==> src/rtl/div_pkg.sv <==
// Shared definitions for the sequential restoring divider.
// Contents: control FSM state encoding, default operand width and the
// iteration counter width helper used by the control unit.
package div_pkg;

    typedef enum logic [1:0] {
        IDLE = 2'b00,
        CALC = 2'b01,
        FIN  = 2'b10
    } estado_t;

    localparam int N_DEF = 3;

    // Width needed to hold the values 0..n in the iteration counter.
    function automatic int cnt_w(input int n);
        return $clog2(n + 1);
    endfunction

endpackage

==> src/rtl/divisor_secuencial_if.sv <==
// Handshake/data bundle of the divider.
// master: drives inicio, D (2N-bit dividend), M (N-bit divisor);
//         observes cociente, resto, fin, error, ocupado.
// slave : the divider itself (opposite directions).
interface divisor_secuencial_if #(
    parameter int N = 3
);
    logic             inicio;
    logic [2*N-1:0]   D;
    logic [N-1:0]     M;
    logic [N-1:0]     cociente;
    logic [N-1:0]     resto;
    logic             fin;
    logic             error;
    logic             ocupado;

    modport master (
        output inicio, D, M,
        input  cociente, resto, fin, error, ocupado
    );

    modport slave (
        input  inicio, D, M,
        output cociente, resto, fin, error, ocupado
    );
endinterface

==> src/rtl/divisor_secuencial_cd.sv <==
// cd_div: datapath of the restoring divider.
// Ports: clk, reset (sync, active-high); strobes carga_i (load operands),
// itera_i (one restoring step), escribe_i (commit result); operands d_i, m_i;
// excep_o flags divide-by-zero/overflow on the current operands (combinational,
// used only by the control unit); cociente_o, resto_o, error_o are registered.
module cd_div
    import div_pkg::*;
#(
    parameter int N = N_DEF
) (
    input  logic           clk,
    input  logic           reset,
    input  logic           carga_i,
    input  logic           itera_i,
    input  logic           escribe_i,
    input  logic [2*N-1:0] d_i,
    input  logic [N-1:0]   m_i,
    output logic           excep_o,
    output logic [N-1:0]   cociente_o,
    output logic [N-1:0]   resto_o,
    output logic           error_o
);
    logic [N:0]   a_q;
    logic [N-1:0] q_q;
    logic [N-1:0] mr_q;
    logic [N-1:0] cociente_q;
    logic [N-1:0] resto_q;
    logic         error_q;

    logic [N:0]   a_sh;
    logic [N-1:0] q_sh;
    logic [N+1:0] diff;
    logic         borrow;
    logic [N:0]   a_d;
    logic [N-1:0] q_d;

    // The quotient only fits in N bits when the upper half of the dividend
    // is strictly below the divisor; M==0 is caught by the same compare.
    assign excep_o = (m_i == '0) || (d_i[2*N-1:N] >= m_i);

    always_comb begin
        a_sh   = (a_q << 1) | {{N{1'b0}}, q_q[N-1]};
        q_sh   = q_q << 1;
        // One extra bit beyond the (N+1)-bit A so the MSB is a clean borrow.
        diff   = {1'b0, a_sh} - {2'b00, mr_q};
        borrow = diff[N+1];
        a_d    = borrow ? a_sh : diff[N:0];
        q_d    = {q_sh[N-1:1], ~borrow};
    end

    always_ff @(posedge clk) begin
        if (reset) begin
            a_q        <= '0;
            q_q        <= '0;
            mr_q       <= '0;
            cociente_q <= '0;
            resto_q    <= '0;
            error_q    <= 1'b0;
        end else if (carga_i) begin
            a_q     <= {1'b0, d_i[2*N-1:N]};
            q_q     <= d_i[N-1:0];
            mr_q    <= m_i;
            error_q <= excep_o;
            if (excep_o) begin
                cociente_q <= '1;
                resto_q    <= d_i[N-1:0];
            end
        end else if (itera_i) begin
            a_q <= a_d;
            q_q <= q_d;
            if (escribe_i) begin
                cociente_q <= q_d;
                resto_q    <= a_d[N-1:0];
            end
        end
    end

    assign cociente_o = cociente_q;
    assign resto_o    = resto_q;
    assign error_o    = error_q;

endmodule

==> src/rtl/divisor_secuencial.sv <==
// divisor_secuencial: sequential unsigned restoring divider, one quotient bit
// per clock. Holds the control FSM (state, iteration counter, fin, ocupado)
// and instantiates the cd_div datapath.
// Ports: clk, reset (sync, active-high); bus (slave): inicio, D, M in;
// cociente, resto, fin, error, ocupado out (all registered).
module divisor_secuencial
    import div_pkg::*;
#(
    parameter int N = N_DEF
) (
    input  logic                 clk,
    input  logic                 reset,
    divisor_secuencial_if.slave  bus
);
    localparam int CNT_W = cnt_w(N);

    estado_t          state_q, state_d;
    logic [CNT_W-1:0] cnt_q, cnt_d;
    logic             fin_q;
    logic             ocupado_q;

    logic carga, itera, escribe, excep;

    always_comb begin
        state_d = state_q;
        cnt_d   = cnt_q;
        carga   = 1'b0;
        itera   = 1'b0;
        escribe = 1'b0;
        case (state_q)
            IDLE: begin
                if (bus.inicio) begin
                    carga   = 1'b1;
                    cnt_d   = CNT_W'(N);
                    state_d = excep ? FIN : CALC;
                end
            end
            CALC: begin
                itera = 1'b1;
                cnt_d = cnt_q - 1'b1;
                // Last iteration: this edge brings the counter to zero.
                if (cnt_q == CNT_W'(1)) begin
                    escribe = 1'b1;
                    state_d = FIN;
                end
            end
            FIN:     state_d = IDLE;
            default: state_d = IDLE;
        endcase
    end

    always_ff @(posedge clk) begin
        if (reset) begin
            state_q   <= IDLE;
            cnt_q     <= '0;
            fin_q     <= 1'b0;
            ocupado_q <= 1'b0;
        end else begin
            state_q   <= state_d;
            cnt_q     <= cnt_d;
            // Registered from the next state so both track the FSM exactly.
            fin_q     <= (state_d == FIN);
            ocupado_q <= (state_d != IDLE);
        end
    end

    cd_div #(.N(N)) u_cd (
        .clk        (clk),
        .reset      (reset),
        .carga_i    (carga),
        .itera_i    (itera),
        .escribe_i  (escribe),
        .d_i        (bus.D),
        .m_i        (bus.M),
        .excep_o    (excep),
        .cociente_o (bus.cociente),
        .resto_o    (bus.resto),
        .error_o    (bus.error)
    );

    assign bus.fin     = fin_q;
    assign bus.ocupado = ocupado_q;

endmodule

==> src/flat_wrapper.sv <==
// flat-port wrapper written by rule: the top's interface ports become plain ports
module divisor_secuencial_flat import div_pkg::*;
#(
    parameter int N = N_DEF
)
  (clk, reset, bus_inicio, bus_D, bus_M, bus_cociente, bus_resto, bus_fin, bus_error, bus_ocupado);
  divisor_secuencial_if #(.N(N)) bus_i ();
  input  logic clk;
  input  logic reset;
  input wire logic [$bits(bus_i.inicio)-1:0] bus_inicio;
  input wire logic [$bits(bus_i.D)-1:0] bus_D;
  input wire logic [$bits(bus_i.M)-1:0] bus_M;
  output wire logic [$bits(bus_i.cociente)-1:0] bus_cociente;
  output wire logic [$bits(bus_i.resto)-1:0] bus_resto;
  output wire logic [$bits(bus_i.fin)-1:0] bus_fin;
  output wire logic [$bits(bus_i.error)-1:0] bus_error;
  output wire logic [$bits(bus_i.ocupado)-1:0] bus_ocupado;
  assign bus_i.inicio = bus_inicio;
  assign bus_i.D = bus_D;
  assign bus_i.M = bus_M;
  assign bus_cociente = bus_i.cociente;
  assign bus_resto = bus_i.resto;
  assign bus_fin = bus_i.fin;
  assign bus_error = bus_i.error;
  assign bus_ocupado = bus_i.ocupado;
  divisor_secuencial #(.N(N)) u_core (.clk(clk), .reset(reset), .bus(bus_i));
endmodule
==> config.mk <==
export PLATFORM = sky130hd
export DESIGN_NAME = divisor_secuencial_flat
export DESIGN_NICKNAME = d
export VERILOG_FILES = /design/src/rtl/div_pkg.sv /design/src/rtl/divisor_secuencial_if.sv /design/src/rtl/divisor_secuencial_cd.sv /design/src/rtl/divisor_secuencial.sv /design/src/flat_wrapper.sv
export SDC_FILE = /design/constraint.sdc
export NUM_CORES = 1
export LEC_CHECK = 0
export CORE_MARGIN = 1
export CORE_UTILIZATION = 55
export CTS_CLUSTER_DIAMETER = 200
export DETAILED_ROUTE_END_ITERATION = 7
export GPL_ROUTABILITY_DRIVEN = 0
export HOLD_SLACK_MARGIN = 0.12
export PLACE_DENSITY = 0.82
export REMOVE_ABC_BUFFERS = 1
export SYNTH_ARGS = -nofsm -noshare
export SYNTH_HDL_FRONTEND = slang
export SYNTH_SLANG_ARGS = --single-unit
export TNS_END_PERCENT = 5
==> constraint.sdc <==
create_clock -name clk -period 3.2 [get_ports clk]
set_input_delay 0.48 -clock clk [delete_from_list [all_inputs] [get_ports clk]]
set_output_delay 0.48 -clock clk [all_outputs]
set_load 0.03 [all_outputs]
==> qor.csv, run 1 <==
metric,value,unit
leading post-synthesis cells by cell area,"dfxtp_1 (38%), ha_1 (6.4%), a21oi_1 (5.1%), inv_1 (4.5%), nand2_1 (3.9%)",
CP Launch Type,flip-flop,
Compound-Gate Fraction of Synth Area,24.2,%
Static Leak,0.573,nW
Max H-tree Level,1,
Final period util,66.3,%
"Clk Latency, worst-skew pair",0.32,ns
number of max-cap violations,0,
final wirelength,2480,um
"Slew Viols, Final",0,
post-synthesis mux area share,0.857,%
async set-or-reset flop fraction in the synthesized netlist,0,%
Max VDD drop,0.380,mV
root buffer cell,clkbuf_4,
flop2flop setup slack,1.08,ns
largest net degree at the start of global routing,15,
core footprint,1980,sq um
post-route ant nets,0,
hold endpoint,u_core.u_cd.cociente_o[1],
P per Cell Area,561,nW/um^2
clk sinks,22,
Setup Crit Path Kind,reg2reg,
synthesized instance count,131,
CTS Buffer Depth,2,
worst hold start,u_core.u_cd.cociente_o[1],
die extent in y,48.1,um
outcome,"complete, no violations",
Design Power,0.000796,W
Worst Hold Depth,2,
RSZ-0062 raised after global routing,false,
Worst setup EP type,flip-flop,
share of cells above drive strength 1,11.3,%
pre-CTS setup slack,0.878,ns
FF-to-FF End,u_core.u_cd.resto_o[1],
wire per inst,14.0,um
Post-Synth Adder-Cell Area,8.14,%
Num CTS Buffers,3,
largest family of logic cells by synthesized area,compound AO/OA/AOI/OAI gates,
top_reg_cell synth,dfxtp_1,
Finished Cell Area,1420,sq um
TritonRoute pass-1 iters,4,
Worst EP required,3.42,ns
number of global-route vias before repair,878,
Slew @ Worst Pin,0.589,ns
fin nets,170,
Starting Density,59.0,%
Layout area overhead,21.4,%
first-pass GRT wire length,3890,um
hold buffer count at CTS,0,
final worst path period need,2.12,ns
syn avg cell area,8.92,sq um
Setup Buffers After CTS,0,
die area,2310,sq um
Initial DRC Count,16,
placed cell areas,1370,sq um
CTS tree,yes,
DRC,0,
HP Class,reg2reg,
vias per inst,5.75,
worst hold margin,0.458,ns
Fmax achieved,0.471,GHz
Final Hold Viols,0,
row cnt,16,
Final WS setup,1.08,ns
most frequent cell after synthesis,dfxtp_1,
Yosys top cell area share,37.7,%
TNS Setup,0,ns
Reg-to-Reg Start,u_core.u_cd.q_q[2],
ant diodes,0,
Post-DP HPWL,1870,um
gr ovfl total,0,
post_cts resized,0,
PortBufs,20,
Mapped Area,1170,sq um
All-Layer GR Usage,24.9,%
Worst Clk Skew,0.0103,ns
# setup viols final,0,
simple-gate share of the synthesized area,20.9,%
Crit Path Max Fanout,7,
Syn. warnings,0,
normalized max-slew margin,60.7,%
I/O Pins,21,
filler instances,152,
clock slew at reported path FFs,0.13,ns
Synth Register Bits,22,
Synth Area in XOR/XNOR,0,%
Post-synth top cells,"dfxtp_1 (22), inv_1 (14), a21oi_1 (12), nand2_1 (12), nor2_1 (12)",
post-synth top area cell,dfxtp_1,
initial antenna violation count,0,
Die Span X,48.1,um
Worst EP arrival,2.34,ns
DR vias,1018,
"EDFF count, synth",0,
worst reg2reg path depth,7,
Synth cell types,42,
register area share after synthesis,37.7,%
## worst max-delay path by stage
stage	start	to	cells after the start
finish	u_core.u_cd.q_q[2]	u_core.u_cd.resto_o[1]	7
global route	u_core.u_cd.q_q[2]	u_core.u_cd.resto_o[1]	7
CTS	u_core.u_cd.q_q[2]	u_core.u_cd.resto_o[1]	7
detailed placement	bus_D[3]	u_core.u_cd.resto_o[1]	7
global placement	bus_D[3]	u_core.u_cd.resto_o[1]	7
floorplan	u_core.u_cd.q_q[2]	u_core.u_cd.resto_o[1]	7
## worst max-delay path: stages, from the launching register on
cell and delay (ns):
dfxtp_1 0.40, inv_1 0.06, ha_1 0.21, fa_1 0.46, and2b_1 0.38, or3_4 0.19
a21oi_1 0.06, a2111oi_2 0.26
## power breakdown
group	switching, W	internal (W)	total (W)
Sequential	0.0000243	0.000307	0.000331
Combinational	0.000142	0.000106	0.000248
Clock	0.0000899	0.000127	0.000217
Total	0.000256	0.000540	0.000796
## per-stage QoR
step | instances | utilization (%)
global route | 177 | 71.6
CTS | 177 | 71.6
finish | 177 | 71.6
floorplan | 125 | -
global placement | 173 | 68.9
detailed placement | 173 | 68.9
## layout make-up
class                      instances  area [sq um]  share of cell area [%]
multi-input combinational         89           632                    44.5
sequential                        22           440                    31.0
timing repair buffer              21           208                    14.6
inverter                          14          52.6                    3.70
tap                               27          33.8                    2.38
clock inverter                     1          30.0                    2.12
clock buffer                       3          22.5                    1.59
## cell families (layout without fill, tap and decap cells)
kind of cell,count (synthesis),count (layout)
compound gates,37,37
fa+ha+maj,7,7
buf+inv,20,39
flops,22,22
mux,1,1
simple gates,44,44
## cells in the final DEF (no fill, tap or decap), drive strengths merged
| master | Yosys | routed |
|---|---|---|
| o211ai | 1 | 1 |
| o31ai | 2 | 2 |
| and2b | 1 | 1 |
| a2111oi | 2 | 2 |
| nor2 | 12 | 12 |
| a21boi | 2 | 2 |
| nand2 | 12 | 12 |
| clkbuf | 1 | 3 |
| fa | 1 | 1 |
| mux2i | 1 | 1 |
| nor3b | 2 | 2 |
| bufinv | 0 | 1 |
| a31oi | 1 | 1 |
| a221oi | 1 | 1 |
| a32oi | 1 | 1 |
| o31a | 1 | 1 |
| or3 | 3 | 3 |
| or3b | 1 | 1 |
| dfxtp | 22 | 22 |
| nand3 | 1 | 1 |
| a311oi | 2 | 2 |
| or2 | 1 | 1 |
| nor3 | 8 | 8 |
| nand2b | 1 | 1 |
| o211a | 1 | 1 |
| o21bai | 1 | 1 |
| o2111ai | 1 | 1 |
| a211oi | 3 | 3 |
| ha | 6 | 6 |
| buf | 5 | 1 |
| o21ai | 5 | 5 |
| a22oi | 1 | 1 |
| inv | 14 | 14 |
| a21oi | 12 | 12 |
| clkdlybuf4s50 | 0 | 20 |
| nand3b | 1 | 1 |
| nor2b | 1 | 1 |
## state kept, by name (all words and copies together) (netlist names), 2 cells and up
signal,cells
u_core.cnt_q,2
u_core.u_cd.a_q,3
u_core.u_cd.q_q,3
u_core.state_q,2
u_core.u_cd.mr_q,3
u_core.u_cd.cociente_o,3
u_core.u_cd.resto_o,3
## layer usage
layer	wire length [um]	vias to the layer above	GRT usage, %
met3	76	7	4.81
li1	-	496	-
met5	0	-	0
met2	1170	35	40.8
met4	56	0	13.3
met1	1180	480	30.9
(Power assumes the default switching activity.)
==> run 2, diff against run 1 <==
- CORE_UTILIZATION: 55 -> 51
- PLACE_DENSITY: 0.82 -> 0.77
- clock period: 3.2 -> 2.05 ns (I/O delays scaled with it)
==> run 2 against run 1 <==
- hold slack gained 0.0026 ns
- non-clock buffer count rose by 10
- cell count rose by 5.6%
- first-iteration DRC count rose by 120%
- critical path depth did not move
- die area increased by 7.5%
- clock power grew 58%
- sequential share of layout area fell by 1.6 points
- count of clock-buffer cells in the layout unchanged
- maximum frequency grew 8.7%
- largest cell class unchanged
- largest power group unchanged
==> qor.csv, run 2 (synthesis results as in run 1) <==
metric,value,unit
outcome,"complete, no violations",
"commonest non-fill, non-tap cell in the layout",dfxtp_1,
number of global-route vias before repair,1013,
largest net degree at the start of global routing,14,
final worst path period need,1.95,ns
row cnt,16,
Die Span X,49.9,um
die extent in y,49.9,um
routing usage on met1,32.6,%
clock slew at reported path FFs,0.13,ns
Worst setup EP type,flip-flop,
I/O Pins,21,
Worst EP arrival,2.18,ns
gr ovfl total,0,
Final period util,95.2,%
number of max-cap violations,0,
Starting Density,56.7,%
die area,2490,sq um
normalized max-slew margin,66.7,%
Crit Path Max Fanout,6,
vias per inst,5.82,
Worst path max stage delay,0.43,ns
All-Layer GR Usage,25.4,%
Max H-tree Level,1,
grt met2 use,42.1,%
Final Hold Viols,0,
Num CTS Buffers,3,
worst hold margin,0.460,ns
clk sinks,22,
ant diodes,0,
PortBufs,20,
HP Class,reg2reg,
post-route ant nets,0,
most frequent cells in the layout,"dfxtp_1 (22), clkdlybuf4s50_1 (20), inv_1 (14)",
CTS tree,yes,
share of cells above drive strength 1,17.5,%
first-pass GRT wire length,4650,um
P per Cell Area,868,nW/um^2
TNS Setup,0,ns
Worst Clk Skew,0.00474,ns
Setup Crit Path Kind,reg2reg,
# setup viols final,0,
Layout area overhead,28.1,%
initial antenna violation count,0,
CP Launch Type,flip-flop,
Non-Filler Instances,187,
Post-DP HPWL,2070,um
placed cells,181,
fin nets,180,
CP max-delay cell,fa_1,
crit-path cells,inv_1 -> ha_1 -> fa_1 -> and2b_4 -> or3_1 -> a21oi_1 -> a2111oi_2,
DR vias,1089,
met3 Use GR,4.01,%
hold buffer count at CTS,0,
Max VDD drop,0.555,mV
CTS Buffer Depth,2,
Layout Utilization,72.6,%
root buffer cell,clkbuf_4,
TritonRoute pass-1 iters,4,
Design Power,0.00130,W
Initial DRC Count,35,
Fmax achieved,0.512,GHz
Worst EP required,2.27,ns
final wirelength,2800,um
wire per inst,15.0,um
"Clk Latency, worst-skew pair",0.32,ns
core footprint,2060,sq um
Static Leak,0.623,nW
Most Crowded Layer GR,met2,
DRC,0,
"Slew Viols, Final",0,
Slew @ Worst Pin,0.498,ns
-- run 2: changes by cell type in the layout (fill, tap and decap cells not counted), sizes merged --
| cell | before | now |
|---|---|---|
| buf | 1 | 11 |
-- run 2: per-layer routing --
layer / vias up / share of wire (%)
met4: 0 / 1.9
met3: 7 / 8.1
met5: - / 0
li1: 524 / -
met1: 510 / 42
met2: 48 / 48
-- run 2: repair_timing --
action	CTS	global route
gates resized for setup	1	1
pin swaps	0	1
setup endpoints to repair	2	3
setup buffers	0	2
cloned	0	0
-- run 2: through the flow --
step | setup slack [ns] | instance area [sq um]
finish | 0.0986 | 1500
CTS | 0.0458 | 1480
global route | -0.00797 | 1500
global placement | 0.0236 | 1430
floorplan | 0.200 | 1120
detailed placement | -0.0613 | 1430
-- run 2: report_power, final --
| group | total, W | switching (W) | internal [W] |
|---|---|---|---|
| sequential | 0.000515 | 0.0000362 | 0.000479 |
| clock | 0.000343 | 0.000145 | 0.000198 |
| combinational | 0.000440 | 0.000238 | 0.000202 |
-- run 2: worst paths after layout --
| kind | start | to | slack, ns | depth (start not counted) |
|---|---|---|---|---|
| max | u_core.u_cd.q_q[2] | u_core.u_cd.resto_o[0] | 0.1 | 7 |
| max reg2reg | u_core.u_cd.q_q[2] | u_core.u_cd.resto_o[0] | 0.1 | 7 |
| min reg2reg | u_core.u_cd.cociente_o[1] | u_core.u_cd.cociente_o[1] | 0.46 | 2 |
| min | u_core.u_cd.cociente_o[1] | u_core.u_cd.cociente_o[1] | 0.46 | 2 |
-- run 2: area by class of cell --
class / count / area, sq um
flip-flops and latches: 22 / 440
clock inverters: 1 / 30.0
well taps: 27 / 33.8
clock buffers: 3 / 22.5
repair buffers: 31 / 283
inverters: 14 / 52.6
fillers: 154 / 566
multi-input cells: 89 / 634
-- run 2: worst max-delay path: cells and delay by family, from the launching register on --
kind | cells | cell delay, ns
and+or+nand+nor | 2 | 0.45
AOI/OAI and AO/OA | 2 | 0.38
adders and majority gates | 2 | 0.63
DFF | 1 | 0.35
buffers and inverters | 1 | 0.05
==> run 3, diff against run 2 <==
- CORE_UTILIZATION: 51 -> 50
- PLACE_DENSITY: 0.77 -> 0.76
==> run 3 against run 2 <==
- combinational power decreased by 1%
- routed wire length decreased by 4.9%
- register-to-register slack improved by 0.04 ns
- via count down 5.1%
- die area rose by 1.9%
- largest cell class unchanged
- largest power group unchanged
==> qor.csv, run 3 (synthesis results as in run 1) <==
metric,value,unit
outcome,"complete, no violations",
# setup viols final,0,
CTS tree,yes,
Final WS setup,0.140,ns
Worst Clk Skew,0.00456,ns
TritonRoute pass-1 iters,6,
Crit Path Max Fanout,7,
Reg-to-Reg Start,u_core.u_cd.q_q[2],
die area,2530,sq um
Setup Crit Path Kind,reg2reg,
gr ovfl total,0,
row cnt,17,
Worst EP arrival,2.14,ns
number of max-cap violations,0,
filler instances,197,
Die Span X,50.3,um
I/O Pins,21,
Worst setup EP type,flip-flop,
Slew @ Worst Pin,0.473,ns
final worst path period need,1.91,ns
FF-to-FF End,u_core.u_cd.resto_o[0],
TNS Setup,0,ns
Final period util,93.2,%
share of cells above drive strength 1,19.3,%
normalized max-slew margin,68.4,%
die extent in y,50.3,um
CTS Buffer Depth,2,
P per Cell Area,855,nW/um^2
worst hold margin,0.452,ns
crit-path cells,inv_1 -> ha_1 -> fa_2 -> and2b_4 -> or3_1 -> a21oi_1 -> a2111oi_2,
hold buffer count at CTS,0,
fin nets,181,
Worst Hold Depth,2,
DRC,0,
wire per inst,14.1,um
CP Launch Type,flip-flop,
ant diodes,0,
worst reg2reg path depth,7,
Non-Filler Instances,189,
"commonest non-fill, non-tap cell in the layout",dfxtp_1,
number of global-route vias before repair,1018,
"Clk Latency, worst-skew pair",0.32,ns
PortBufs,20,
root buffer cell,clkbuf_4,
Max H-tree Level,1,
worst hold start,u_core.u_cd.cociente_o[0],
clk sinks,22,
Initial DRC Count,28,
post-route ant nets,0,
CP max-delay cell,fa_2,
RSZ-0062 raised after global routing,false,
Fmax achieved,0.523,GHz
Starting Density,52.8,%
Layout area overhead,29.1,%
hold endpoint,u_core.u_cd.cociente_o[0],
Static Leak,0.627,nW
largest net degree at the start of global routing,20,
final wirelength,2660,um
"Slew Viols, Final",0,
placed cells,184,
Worst path max stage delay,0.40,ns
pre-CTS setup slack,-0.0771,ns
Worst EP required,2.28,ns
flop2flop setup slack,0.14,ns
vias per inst,5.47,
DR vias,1034,
All-Layer GR Usage,23.9,%
Num CTS Buffers,3,
clock slew at reported path FFs,0.13,ns
first-pass GRT wire length,4510,um
most frequent cells in the layout,"dfxtp_1 (21), clkdlybuf4s50_1 (20), inv_1 (14)",
HP Class,reg2reg,
Final Hold Viols,0,
Max VDD drop,0.740,mV
core footprint,2210,sq um
initial antenna violation count,0,
Post-DP HPWL,1970,um
[run 3: cell types whose count changed in the layout (fill, tap and decap cells not counted)]
cell and delta:
fa_1 -1, fa_2 +1, dfxtp_2 +1, dfxtp_1 -1, buf_4 +1
[run 3: worst max-delay path: cells and delay by family (launching register included)]
kind,cells,cell delay (ns)
compound gates,2,0.35
buf+inv,1,0.05
simple gates,2,0.45
fa+ha+maj,2,0.60
flops,1,0.38
[run 3: per-layer routing]
layer  up-vias  share of wire, %  track usage (%)
met5         -                 0                0
met4         0               1.5             8.33
met3         5               3.9             4.55
met2        20                49             39.8
met1       483                46             30.5
li1        526                 -                -
[run 3: repair_timing]
| action | 4_1_cts | 5_1_grt |
|---|---|---|
| hold endpoints to repair | 0 | 0 |
| resized for setup | 1 | 3 |
| pin swaps | 0 | 0 |
| buffers inserted | 0 | 1 |
| setup endpoints to repair | 3 | 4 |
[run 3: per-stage QoR]
stage | utilization [%] | instance area, sq um | total power, W
after global placement | 65.2 | 1440 | 0.000923
final | 68.2 | 1510 | 0.00129
after floorplan | - | 1120 | 0.000779
after detailed placement | 65.2 | 1440 | 0.000938
after CTS | 67.6 | 1500 | 0.00128
after global routing | 68.2 | 1510 | 0.00136
[run 3: worst max-delay path by stage]
stage | from | cells after the start | endpoint | slack, ns
floorplan | u_core.u_cd.q_q[2] | 7 | u_core.u_cd.resto_o[1] | 0.20
global placement | bus_D[3] | 7 | u_core.u_cd.resto_o[1] | 0.0005
detailed placement | bus_D[3] | 7 | u_core.u_cd.resto_o[0] | -0.08
CTS | u_core.u_cd.q_q[2] | 7 | u_core.u_cd.resto_o[0] | 0.03
global route | u_core.u_cd.q_q[2] | 7 | u_core.u_cd.resto_o[1] | 0.05
finish | u_core.u_cd.q_q[2] | 7 | u_core.u_cd.resto_o[0] | 0.14
[run 3: power by group]
| part | switching [W] | internal, W |
|---|---|---|
| Clock | 0.000140 | 0.000198 |
| Combinational | 0.000231 | 0.000204 |
| Sequential | 0.0000376 | 0.000479 |
[run 3: layout make-up]
cell class              count  area, sq um  area share, %
multi-input cells          89          637           42.2
flip-flops and latches     22          442           29.3
clock buffers               3         22.5           1.49
repair buffers             32          290           19.2
inverters                  14         52.6           3.48
well taps                  28         35.0           2.32
clock inverters             1         30.0           1.99
